## src/rtl/parity_serializer_pkg.sv

```systemverilog
// Shared types and constants for the parity serializer.
package parity_serializer_pkg;
  typedef enum logic [1:0] {IDLE, DATA, PAR, GAP} state_t;
  localparam int GAP_W = 4;
endpackage

```

## src/rtl/parity_serializer_cnt.sv

```systemverilog
// Loadable down-counter with zero flag; saturates at zero.
module parity_serializer_cnt #(
  parameter int W = 4
) (
  input  logic         clk,
  input  logic         rst,
  input  logic         load,
  input  logic [W-1:0] load_val,
  input  logic         dec,
  output logic         zero
);
  logic [W-1:0] cnt;

  always_ff @(posedge clk or negedge rst) begin
    if (!rst)                  cnt <= '0;
    else if (load)             cnt <= load_val;
    else if (dec && cnt != '0) cnt <= cnt - 1'b1;
  end

  assign zero = (cnt == '0);
endmodule

```

## src/rtl/parity_serializer.sv

```systemverilog
// Serializes a parallel word LSB-first, appends a parity bit, then idles GAP_CYCLES.
module parity_serializer
  import parity_serializer_pkg::*;
#(
  parameter int DATA_W     = 8,
  parameter int ODD_PARITY = 0,
  parameter int GAP_CYCLES = 0
) (
  input  logic              clk,
  input  logic              rst,
  input  logic [DATA_W-1:0] din,
  input  logic              din_valid,
  output logic              din_ready,
  output logic              x,
  output logic              x_valid,
  output logic              frame_start,
  output logic              busy
);
  localparam int BW = (DATA_W > 1) ? $clog2(DATA_W) : 1;
  localparam logic [BW-1:0]    BIT_LOAD = BW'(DATA_W - 1);
  localparam logic [GAP_W-1:0] GAP_LOAD = GAP_W'((GAP_CYCLES > 0) ? GAP_CYCLES - 1 : 0);

  state_t            state;
  logic [DATA_W-1:0] shreg;
  logic [DATA_W-1:0] shnext;
  logic              par;
  logic              accept;
  logic              bit_zero;
  logic              gap_zero;

  assign accept = (state == IDLE) && din_valid;
  assign shnext = shreg >> 1;

  parity_serializer_cnt #(.W(BW)) u_bitcnt (
    .clk(clk), .rst(rst), .load(accept), .load_val(BIT_LOAD),
    .dec(state == DATA), .zero(bit_zero)
  );

  parity_serializer_cnt #(.W(GAP_W)) u_gapcnt (
    .clk(clk), .rst(rst), .load(state == PAR), .load_val(GAP_LOAD),
    .dec(state == GAP), .zero(gap_zero)
  );

  // Outputs are registered with next-cycle values so x lines up with the state it describes.
  always_ff @(posedge clk or negedge rst) begin
    if (!rst) begin
      state       <= IDLE;
      shreg       <= '0;
      par         <= 1'b0;
      x           <= 1'b0;
      x_valid     <= 1'b0;
      frame_start <= 1'b0;
      busy        <= 1'b0;
      din_ready   <= 1'b1;
    end else begin
      case (state)
        IDLE: if (din_valid) begin
          state       <= DATA;
          shreg       <= din;
          par         <= (ODD_PARITY != 0);
          x           <= din[0];
          x_valid     <= 1'b1;
          frame_start <= 1'b1;
          busy        <= 1'b1;
          din_ready   <= 1'b0;
        end
        DATA: begin
          shreg       <= shnext;
          par         <= par ^ shreg[0];
          frame_start <= 1'b0;
          if (bit_zero) begin
            state <= PAR;
            x     <= par ^ shreg[0];
          end else begin
            x <= shnext[0];
          end
        end
        PAR: begin
          x       <= 1'b0;
          x_valid <= 1'b0;
          if (GAP_CYCLES > 0) begin
            state <= GAP;
          end else begin
            state     <= IDLE;
            busy      <= 1'b0;
            din_ready <= 1'b1;
          end
        end
        GAP: if (gap_zero) begin
          state     <= IDLE;
          busy      <= 1'b0;
          din_ready <= 1'b1;
        end
      endcase
    end
  end
endmodule

```

## config.mk

```make
export PLATFORM = sky130hd
export DESIGN_NAME = parity_serializer
export DESIGN_NICKNAME = d
export VERILOG_FILES = /design/src/rtl/parity_serializer_pkg.sv /design/src/rtl/parity_serializer_cnt.sv /design/src/rtl/parity_serializer.sv
export SDC_FILE = /design/constraint.sdc
export NUM_CORES = 1
export LEC_CHECK = 0
export CAP_MARGIN = 25
export CORE_MARGIN = 1.5
export CORE_UTILIZATION = 48
export CTS_CLUSTER_SIZE = 12
export DETAILED_ROUTE_END_ITERATION = 8
export GPL_ROUTABILITY_DRIVEN = 0
export PLACE_DENSITY = 0.79
export SYNTH_ARGS = -nofsm -noshare
export SYNTH_HDL_FRONTEND = slang
export SYNTH_SLANG_ARGS = --single-unit
```

## constraint.sdc

```tcl
create_clock -name clk -period 1.4 [get_ports clk]
set_input_delay 0.28 -clock clk [delete_from_list [all_inputs] [get_ports clk]]
set_output_delay 0.28 -clock clk [all_outputs]
set_load 0.02 [all_outputs]
```

==> reports/results.tsv <==
metric	value	unit
total of max-cap violations	0	
drt total wl	3118	um
Rows	17	
Chip Width	52.82	um
# IOs	16	
actual slew at the worst max-slew pin	0.2834	ns
# diodes	0	
worst path cell trace	inv_2 > ha_4 > or3b_4 > nand2_8 > nand2_2 > a21o_1	
drt first pass iters	4	
vias in the first global route	1033	
commonest cells after routing, fill and taps aside	22 x dfrtp_1, 19 x buf_4, 10 x o22ai_1, 10 x clkdlybuf4s50_1, 9 x nand2_1	
# setup viols final	8	
die span in y	52.82	um
clk sinks	23	
failing checks	negative setup slack	
grt ovf	0	
CTS H-tree lvls	1	
clock root cell	clkbuf_4	
largest area contributor in the netlist	dfrtp_1	
first-pass GRT wire length	4595	um
CTS tree	built	
area growth from synthesis to layout	42.12	%
Slew Viols, Final	0	
DRC	0	
skew final	0.003694	ns
Post-DP Area	1494	um^2
max frequency	0.6635	GHz
antenna-violating nets left	0	
worst skew pair latency	0.31	ns
PD cells	2017	nW/um^2
fin area	1693	um^2
CP delay by family, top	simple AND/OR/NAND/NOR gates	
Vias	1097	
status	finished with violations	
wire per inst	16.59	um
die area	2789	um^2
core area	2276	um^2
hpwl dp	1881	um
post-synthesis cell count	123	
Worst path max stage delay	0.42	ns
post-synth top area share	46.22	%
Max VDD drop	1.293	mV
ranking of synthesized cells by area	dfrtp_1 46%, ha_1 8.4%, o22ai_1 5.3%	
Fin. Hold Viols	0	
RSZ-0062 raised after global routing	yes	
I/O Buffers	15	
clock transition at the registers of the reported paths	0.12	ns
Seq/Total Area, Yosys	48.42	%
syn nets	142	
final period utilization	107.7	%
CP Data Required Time	1.62	ns
Total Power	3415	uW
yosys warns	0	
Pleak	0.0007360	uW
cts bufs inserted	3	
Netlist cell types	31	
worst setup margin	-0.1072	ns
Post-Route Setup TNS	-0.5498	ns
RR Startpoint	u_gapcnt.cnt[0]	
largest net degree at the start of global routing	24	
hold_buf cts	0	
#FFs+latches synth	23	
Slew HR	80.95	%
fin crit period	1.507	ns
fin nets	180	
clock buffer depth	2	
launch point of the worst path	u_gapcnt.cnt[0]	
Hold Crit Class	input port to asynchronous set/reset pin	
layout cells sized above 1	36.25	%
Buffers & Inverters on Critical Path	1	
Setup crit end kind	flip-flop	
Critical Path AT	1.73	ns
CP Class	flip-flop to flip-flop	
slowest CP cell	dfrtp_1	
1st-iter DRT viols	44	
Starting Density	52.34	%
overall routing resource usage	23.13	%
Placed Cells	179	
Max FO, Critical Path	8	
Startpoint Class	flip-flop	
Mean Syn Cell Area	9.684	um^2
initial antenna violation count	0	
synthesized area	1191	um^2
DR vias/cell	5.835	
most common cell after layout, fill and taps aside	dfrtp_1	
Non-Filler Instances	188	
==> path summary, 6_finish.rpt <==
path / slack, ns / end / cells past startpoint
max: -0.11 / busy / 6
min in group clk: 0.51 / busy / 1
max reg2reg: -0.11 / busy / 6
min reg2reg: 0.51 / busy / 1
min: 0.30 / frame_start / 2
max in group asynchronous: 0.88 / din_ready / 2
==> synthesized netlist by cell type, drive strengths merged <==
cell type and instances:
a21o 1, xnor2 2, nand2 14, dfstp 1
nor3 1, ha 8, o32ai 1, or3b 1
a21oi 12, and3 1, nand2b 3, nand4 1
dfrtp 22, or2 1, o2111ai 1, o21ai 5
nor2 7, nor4 1, nand3 4, o22ai 10
o211ai 2, a22o 1, a31oi 4, nor2b 1
xor2 4, buf 4, inv 10
==> metal layers <==
layer	GRT usage, %	part of all wire, %	routed length, um	vias up
li1	-	-	-	512
met1	30.14	41	1291	536
met2	39.17	52	1611	41
met3	2.571	4.8	149	8
met4	8.547	2.1	65	0
met5	0	0	0	-
==> cell type report <==
cell class | count | area, um^2
multi-input combinational | 86 | 691.9
sequential | 23 | 576.8
clock buffer | 4 | 26.28
tap | 28 | 35.03
timing repair buffer | 37 | 325.3
inverter | 10 | 37.54
fill | 140 | 583.1
==> cells by family (layout without fill, tap and decap cells) <==
| kind of cell | after synthesis | in the layout | share of synthesized area (%) |
|---|---|---|---|
| AOI/OAI and AO/OA | 37 | 37 | 18.59 |
| xor gates and xnor gates | 6 | 6 | 4.412 |
| adders and majority gates | 8 | 8 | 8.404 |
| and+or+nand+nor | 35 | 35 | 15.13 |
| DFF | 23 | 23 | 48.42 |
| buffers and inverters | 14 | 51 | 5.041 |
==> stage by stage <==
step                      util, %  hold WS [ns]  setup WS, ns
after floorplan                 -      -0.01559       0.01596
after global placement      65.64        0.4824       -0.1115
after detailed placement    65.64        0.4698       -0.1536
after CTS                   70.26        0.3127      -0.06218
after global routing        74.38        0.2973       -0.1582
final                       74.38        0.2961       -0.1072
==> state kept, by name, summed over array words and instances, names as in the netlist <==
name	flops
frame_start	1
x_valid	1
shreg	8
u_gapcnt.cnt	4
busy	1
x	1
u_bitcnt.cnt	3
state	2
din_ready	1
par	1
==> repair_timing <==
action / 4_1_cts / 5_1_grt
buffers inserted: 1 / 4
setup endpoints to repair: 23 / 22
resized for setup: 22 / 19
pin swaps: 8 / 3
==> worst reg2reg max path, cell delays in order, from the launching register on <==
cell and delay, ns:
dfrtp_1 0.42, inv_2 0.09, ha_4 0.13, or3b_4 0.43
nand2_8 0.13, nand2_2 0.06, a21o_1 0.17
==> power breakdown <==
| part | switching [uW] | internal (uW) |
|---|---|---|
| clock network | 197 | 111 |
| logic | 1080 | 907 |
| registers | 182 | 935 |
| total | 1460 | 1950 |
(Power assumes the default switching activity.)
